File: src/rtl/saph_ch_uninterp_pkg.sv
// Shared definitions for the channel un-interpolator: FSM state type and default width.
package saph_pkg;

  localparam int SAPH_CH_W = 8;

  typedef enum logic [1:0] {
    IDLE = 2'd0,
    CALC = 2'd1,
    DONE = 2'd2
  } saph_uninterp_state_t;

endpackage

File: src/rtl/saph_udiv_seq.sv
// Generic bit-serial restoring divider, MSB-first, one quotient bit per cycle.
// The upper DVS_W bits of the dividend must be smaller than the divisor so the quotient fits Q_W bits.
module saph_udiv_seq #(
  parameter int DVD_W = 16,
  parameter int DVS_W = 8,
  parameter int Q_W   = 8
) (
  input  logic             clk,
  input  logic             rst_n,
  input  logic             start_i,
  input  logic [DVD_W-1:0] dividend_i,
  input  logic [DVS_W-1:0] divisor_i,
  output logic             busy_o,
  output logic             done_o,
  output logic [Q_W-1:0]   quotient_o
);

  localparam int CNT_W = $clog2(Q_W + 1);

  logic [DVS_W:0]   rem_q, rem_d;
  logic [Q_W-1:0]   low_q, low_d;
  logic [DVS_W-1:0] dvs_q, dvs_d;
  logic [CNT_W-1:0] cnt_q, cnt_d;
  logic             busy_q, busy_d;
  logic [DVS_W:0]   trial_s;
  logic             fits_s;
  logic [Q_W-1:0]   low_next_s;

  // Low register shifts dividend bits out at the top and quotient bits in at the bottom.
  always_comb begin
    trial_s    = {rem_q[DVS_W-1:0], low_q[Q_W-1]};
    fits_s     = (trial_s >= {1'b0, dvs_q});
    low_next_s = {low_q[Q_W-2:0], fits_s};
    rem_d      = rem_q;
    low_d      = low_q;
    dvs_d      = dvs_q;
    cnt_d      = cnt_q;
    busy_d     = busy_q;
    if (busy_q) begin
      rem_d  = fits_s ? (trial_s - {1'b0, dvs_q}) : trial_s;
      low_d  = low_next_s;
      cnt_d  = cnt_q - CNT_W'(1);
      busy_d = (cnt_q != CNT_W'(1));
    end else if (start_i) begin
      rem_d  = {1'b0, dividend_i[DVD_W-1:Q_W]};
      low_d  = dividend_i[Q_W-1:0];
      dvs_d  = divisor_i;
      cnt_d  = CNT_W'(Q_W);
      busy_d = 1'b1;
    end else begin
      busy_d = 1'b0;
    end
  end

  // Divider state registers.
  always_ff @(posedge clk or negedge rst_n) begin
    if (!rst_n) begin
      rem_q  <= {(DVS_W+1){1'b0}};
      low_q  <= {Q_W{1'b0}};
      dvs_q  <= {DVS_W{1'b0}};
      cnt_q  <= {CNT_W{1'b0}};
      busy_q <= 1'b0;
    end else begin
      rem_q  <= rem_d;
      low_q  <= low_d;
      dvs_q  <= dvs_d;
      cnt_q  <= cnt_d;
      busy_q <= busy_d;
    end
  end

  // Done fires during the final iteration; quotient_o then already includes the last bit.
  assign busy_o     = busy_q;
  assign done_o     = busy_q && (cnt_q == CNT_W'(1));
  assign quotient_o = low_next_s;

endmodule

File: src/rtl/saph_ch_uninterp.sv
// Inverse channel interpolator: finds coeff so that lerp(from, to, coeff) lands on value.
// Define SAPH_CH_UNINTERP_ROUND_EN for round-to-nearest division; default build truncates.
module saph_ch_uninterp
  import saph_pkg::*;
#(
  parameter int CH_W = SAPH_CH_W
) (
  input  logic            clk,
  input  logic            rst_n,
  input  logic            in_valid,
  output logic            in_ready,
  input  logic [CH_W-1:0] from,
  input  logic [CH_W-1:0] to,
  input  logic [CH_W-1:0] value,
  output logic            out_valid,
  input  logic            out_ready,
  output logic [CH_W-1:0] coeff
);

  saph_uninterp_state_t state_q, state_d;
  logic                 in_ready_q, in_ready_d;
  logic                 out_valid_q, out_valid_d;
  logic [CH_W-1:0]      coeff_q, coeff_d;

  logic [CH_W-1:0]      d_s, n_s;
  logic                 underflow_s;
  logic [2*CH_W-1:0]    dividend_s;
  logic                 div_start_s, div_busy_s, div_done_s;
  logic [CH_W-1:0]      quot_s, mapped_s;

  // Fold descending ranges onto an ascending distance so one divider serves both directions.
  always_comb begin
    if (to >= from) begin
      d_s         = to - from;
      n_s         = value - from;
      underflow_s = (value < from);
    end else begin
      d_s         = from - to;
      n_s         = from - value;
      underflow_s = (value > from);
    end
  end

`ifdef SAPH_CH_UNINTERP_ROUND_EN
  assign dividend_s = {n_s, 1'b0, d_s[CH_W-1:1]};
`else
  assign dividend_s = {n_s, {CH_W{1'b0}}};
`endif

  // Undo the forward interpolator's +coeff[MSB] bias.
  assign mapped_s = quot_s - {{(CH_W-1){1'b0}}, quot_s[CH_W-1]};

  saph_udiv_seq #(
    .DVD_W (2*CH_W),
    .DVS_W (CH_W),
    .Q_W   (CH_W)
  ) u_div (
    .clk        (clk),
    .rst_n      (rst_n),
    .start_i    (div_start_s),
    .dividend_i (dividend_s),
    .divisor_i  (d_s),
    .busy_o     (div_busy_s),
    .done_o     (div_done_s),
    .quotient_o (quot_s)
  );

  // Handshake FSM with shortcut results resolved in the accept cycle.
  always_comb begin
    state_d     = state_q;
    coeff_d     = coeff_q;
    div_start_s = 1'b0;
    case (state_q)
      IDLE: begin
        if (in_valid && in_ready_q) begin
          if ((d_s == {CH_W{1'b0}}) || underflow_s) begin
            state_d = DONE;
            coeff_d = {CH_W{1'b0}};
          end else if (n_s >= d_s) begin
            state_d = DONE;
            coeff_d = {CH_W{1'b1}};
          end else begin
            state_d     = CALC;
            div_start_s = 1'b1;
          end
        end else begin
          state_d = IDLE;
        end
      end
      CALC: begin
        if (div_done_s) begin
          state_d = DONE;
          coeff_d = mapped_s;
        end else if (div_busy_s) begin
          state_d = CALC;
        end else begin
          state_d = IDLE;
        end
      end
      DONE: begin
        if (out_ready) begin
          state_d = IDLE;
        end else begin
          state_d = DONE;
        end
      end
      default: begin
        state_d = IDLE;
      end
    endcase
    in_ready_d  = (state_d == IDLE);
    out_valid_d = (state_d == DONE);
  end

  // FSM and registered handshake outputs.
  always_ff @(posedge clk or negedge rst_n) begin
    if (!rst_n) begin
      state_q     <= IDLE;
      in_ready_q  <= 1'b1;
      out_valid_q <= 1'b0;
      coeff_q     <= {CH_W{1'b0}};
    end else begin
      state_q     <= state_d;
      in_ready_q  <= in_ready_d;
      out_valid_q <= out_valid_d;
      coeff_q     <= coeff_d;
    end
  end

  assign in_ready  = in_ready_q;
  assign out_valid = out_valid_q;
  assign coeff     = coeff_q;

endmodule

File: config.mk
export PLATFORM = sky130hd
export DESIGN_NAME = saph_ch_uninterp
export DESIGN_NICKNAME = d
export VERILOG_FILES = /design/src/rtl/saph_ch_uninterp_pkg.sv /design/src/rtl/saph_udiv_seq.sv /design/src/rtl/saph_ch_uninterp.sv
export SDC_FILE = /design/constraint.sdc
export NUM_CORES = 1
export LEC_CHECK = 0
export ABC_AREA = 1
export CORE_MARGIN = 10
export CORE_UTILIZATION = 45
export CTS_CLUSTER_SIZE = 14
export DETAILED_ROUTE_END_ITERATION = 10
export PLACE_DENSITY = 0.69
export SYNTH_ARGS = -nofsm -noshare
export SYNTH_HDL_FRONTEND = slang
export SYNTH_SLANG_ARGS = --single-unit
File: constraint.sdc
create_clock -name clk -period 7.6 [get_ports clk]
set_input_delay 2.28 -clock clk [delete_from_list [all_inputs] [get_ports clk]]
set_output_delay 2.28 -clock clk [all_outputs]
set_load 0.1 [all_outputs]
==> results_tabular.tex <==
\begin{tabular}{lr}
\hline
Metric & Value \\
\hline
\multicolumn{2}{l}{\textbf{STA}} \\
\quad Final-report max-slew violation count & 0 \\
\quad Unrepaired setup endpoints after global routing & false \\
\quad Final setup skew & $\sim$0.007 ns \\
\quad Part of the cycle the worst path needs & 0.856 \\
\quad Top achievable clock speed & 0.154 GHz \\
\quad Post-Route Setup TNS & 0 ns \\
\quad Transition time at the pin with the least slew margin & 1.02 ns \\
\quad Setup violations, final & 0 \\
\quad Hold Fails Final Rpt & 0 \\
\quad Headroom to the max-slew limit & 0.321 \\
\quad Least setup slack across all paths after layout & 1.09 ns \\
\quad Minimum clock period after layout & 6.51 ns \\
\multicolumn{2}{l}{\textbf{Drt}} \\
\quad Post-detailed-route via-to-cell ratio & 5.07 \\
\quad Detailed Route WL & 10,700 µm \\
\quad Number of violations reported at the end of detailed-routing iteration 0 & just under 300 \\
\quad Number of antenna-violating nets in the routed design & 0 \\
\quad Routed wire per std cell & $\sim$13 µm \\
\quad Number of DRC violations after detailed routing & 0 \\
\quad Vias & approximately 4.1k \\
\quad Number of detailed-routing iterations run before antenna repair & 5 \\
\multicolumn{2}{l}{\textbf{Power and ir drop}} \\
\quad Pint & 0.804 mW \\
\quad Fraction of power consumed by combinational cells & 0.679 \\
\quad Switching power share of the total & 0.545 \\
\quad Ratio of total power to cell area & 359 nW/µm² \\
\quad Leakage power summed over all cells & about 2.7 nW \\
\quad Switch Pwr & 0.964 mW \\
\quad Largest voltage drop on the vdd net & 0.223 mV \\
\quad Portion of total power attributed to the clock network & 0.086 \\
\quad Sequential power share & 0.235 \\
\quad Design Power & between 1.5 and 2 mW \\
\multicolumn{2}{l}{\textbf{Final layout}} \\
\quad Proportion of layout cells with a drive suffix above 1 & 0.0760 \\
\quad Count of filler cells inserted in the layout & approximately 1k \\
\quad Final cell count without fillers & roughly 800 \\
\quad Net total in the final layout & between 700 and 800 \\
\quad Summed area of non-filler cells in the final layout & between 4000 and 5000 µm² \\
\quad Ant. Diodes & 0 \\
\quad Area Growth Syn to Fin & 12.1\% \\
\multicolumn{2}{l}{\textbf{Global route}} \\
\quad Total grt overflow & 0 \\
\quad Antenna violations before repair & 0 \\
\quad First-pass GRT wire length & around 18,000 µm \\
\quad Combined global-route utilization of all metal layers & 0.150 \\
\quad Number of global-route vias before repair & 3,914 \\
\quad Pin count of the biggest net entering global routing & between 40 and 50 \\
\multicolumn{2}{l}{\textbf{Synth}} \\
\quad Number of flops mapped to enable cells by yosys & 0 \\
\quad Most frequently used flop master after synthesis & dfrtp\_1 \\
\quad Number of standard cells after synthesis & 640 \\
\quad Share of flip-flops with an asynchronous set or reset after synthesis & 1.00 \\
\quad Synth area leader & dfrtp\_1 \\
\quad Area share of the largest cell type after synthesis & 0.228 \\
\quad Share of synthesized area occupied by flip-flops and latches & 0.234 \\
\quad Syn avg cell area & 6.87 µm² \\
\quad Top area cells in the synthesized netlist & dfrtp\_1, nand2\_1, ha\_1 \\
\quad Most frequent cell after synthesis & nand2\_1 \\
\quad Top cell types by occurrence after synthesis & nand2\_1, inv\_1, nand3\_1, ha\_1, dfrtp\_1 \\
\quad Ys Warns & 0 \\
\quad Count of distinct cell types in the synthesized netlist & 40 \\
\quad Mapped cell area & between 4000 and 5000 µm² \\
\quad Synthesized flop and latch total & between 40 and 50 \\
\quad Post-Syn Nets & between 700 and 800 \\
\multicolumn{2}{l}{\textbf{Clock network}} \\
\quad Worst-Skew Late Latency & a little under 0.3 ns \\
\quad Post-cts sizing count & 0 \\
\quad Setup fix buffers added after clock tree synthesis & 0 \\
\quad TritonCTS clock tree & done \\
\quad Clk pin slew, worst setup/hold paths & 0.09 ns \\
\quad Longest Clk Path Bufs & 2 \\
\quad Root buffer cell & clkbuf\_8 \\
\quad Number of sinks on the clock net & around 40 \\
\quad Clock buffer count from CTS & 5 \\
\quad H-tree level count & 2 \\
\quad Number of hold buffers added after CTS & 0 \\
\multicolumn{2}{l}{\textbf{Die}} \\
\quad Core outline area & about 9600 µm² \\
\quad Initial standard-cell utilization of the core & 0.456 \\
\quad Vertical die dimension & roughly 120 µm \\
\quad Number of standard-cell rows in the floorplan & 36 \\
\quad Die boundary width & between 100 and 150 µm \\
\quad Area of the die & 14,100 µm² \\
\quad Io pins & 38 \\
\multicolumn{2}{l}{\textbf{Placed design}} \\
\quad I/O Buffers & 37 \\
\quad DPL Wire Length & around 8700 µm \\
\quad Instance count after placement with tap cells included & between 700 and 800 \\
\quad Placed Instance Area & slightly below 5000 µm² \\
\quad Setup slack after placement & approximately 0.76 ns \\
\quad Global placer's final weighted congestion & approximately 0.85 \\
\multicolumn{2}{l}{\textbf{Critical path}} \\
\quad Worst Path Arrival & a little under 7 ns \\
\quad Largest driver fanout on the critical path & 31 \\
\quad Critical Path Source Type & primary input \\
\quad Data required time of the critical path & 7.83 ns \\
\quad Endpoint kind of the worst setup timing path & flip-flop \\
\quad Classification of the worst setup path & in -> reg \\
\multicolumn{2}{l}{\textbf{Flow run}} \\
\quad Number of max-cap violations & 0 \\
\multicolumn{2}{l}{\textbf{Worst hold path}} \\
\quad Worst hold path class & reg -> reg \\
\multicolumn{2}{l}{\textbf{Outcome}} \\
\quad Run status & completed \\
\hline
\end{tabular}
==> critical path, cell delays in order <==
cell             delay (ns)
clkdlybuf4s50_1        0.61
inv_1                  0.18
fa_1                   0.50
nand3_1                0.11
nand3_1                0.12
nand2_2                0.13
nand3_4                0.17
o21ai_0                0.37
o21ai_0                0.13
nand2_1                0.07
nand2_1                0.05
inv_1                  0.07
ha_1                   0.22
nand2_1                0.08
inv_1                  0.04
nand3_1                0.08
o221ai_1               0.12
nor2_1                 0.34
nand4_4                0.52
nand2_2                0.35
nand2_1                0.08
nand2_1                0.07
==> metal layers <==
layer | vias up | track usage | routed length [µm]
met5 | - | 0 | 0
met4 | 0 | 0.0244 | 93
met3 | 9 | 0.0231 | 467
met2 | 109 | 0.264 | 5160
met1 | 1862 | 0.191 | 4970
li1 | 2093 | - | -
==> stage by stage <==
step           hold WS (ns)   util
2_1_floorplan         0.464      -
3_3_place_gp          0.460  0.501
3_5_place_dp          0.459  0.501
4_1_cts               0.480  0.511
5_1_grt               0.511  0.511
6_report              0.475  0.511
==> logic make-up (layout without fill, tap and decap cells) <==
family | after synthesis | after routing | synth area share
compound gates | 82 | 82 | 0.116
xor+xnor | 19 | 19 | 0.0378
fa+ha+maj | 55 | 55 | 0.165
buf+inv | 126 | 157 | 0.119
flops | 41 | 41 | 0.234
simple gates | 317 | 317 | 0.329
==> power by group through the flow <==
stage               clock (mW)  combinational, mW  sequential, mW
finish                   0.152               1.20           0.416
global route             0.168               1.35           0.429
CTS                      0.156               1.20           0.413
detailed placement           0               1.19           0.418
global placement             0               1.17           0.415
floorplan                    0              0.779           0.574
==> registers in the layout (all words and copies together), names as in the netlist <==
signal	flops
out_valid	1
u_div.rem_q	8
coeff	8
u_div.cnt_q	4
state_q	2
u_div.dvs_q	8
in_ready	1
u_div.low_q	8
u_div.busy_o	1
==> path summary, 6_finish.rpt <==
kind	startpoint	to	slack [ns]	cells after the start
hold reg to reg	coeff[4]	coeff[4]	0.47	2
min in group asynchronous	rst_n	u_div.low_q[5]	2.12	1
max in group asynchronous	rst_n	coeff[0]	4.90	1
setup reg to reg	u_div.rem_q[1]	coeff[7]	4.35	19
hold / removal	coeff[4]	coeff[4]	0.47	2
setup / recovery	from[1]	u_div.rem_q[0]	1.09	22
==> cell usage in the layout (no fill, tap or decap), types with 15 or more instances in the layout <==
cell type and instances:
a21oi_1 30, o21ai_0 20, nor2_1 23, ha_1 50, dfrtp_1 40, inv_1 109
nand3_1 67, nand2_1 189, clkdlybuf4s50_1 36, xor2_1 15
==> final cells by class <==
cell class	count	area, µm²	area share
sequential	41	1030	0.208
clock buffer	6	82.6	0.0168
clock inverter	2	13.8	0.00279
timing repair buffer	38	373	0.0756
tap	133	166	0.0338
inverter	111	417	0.0845
multi-input combinational	473	2850	0.578
Power figures use the tool's default switching activity.
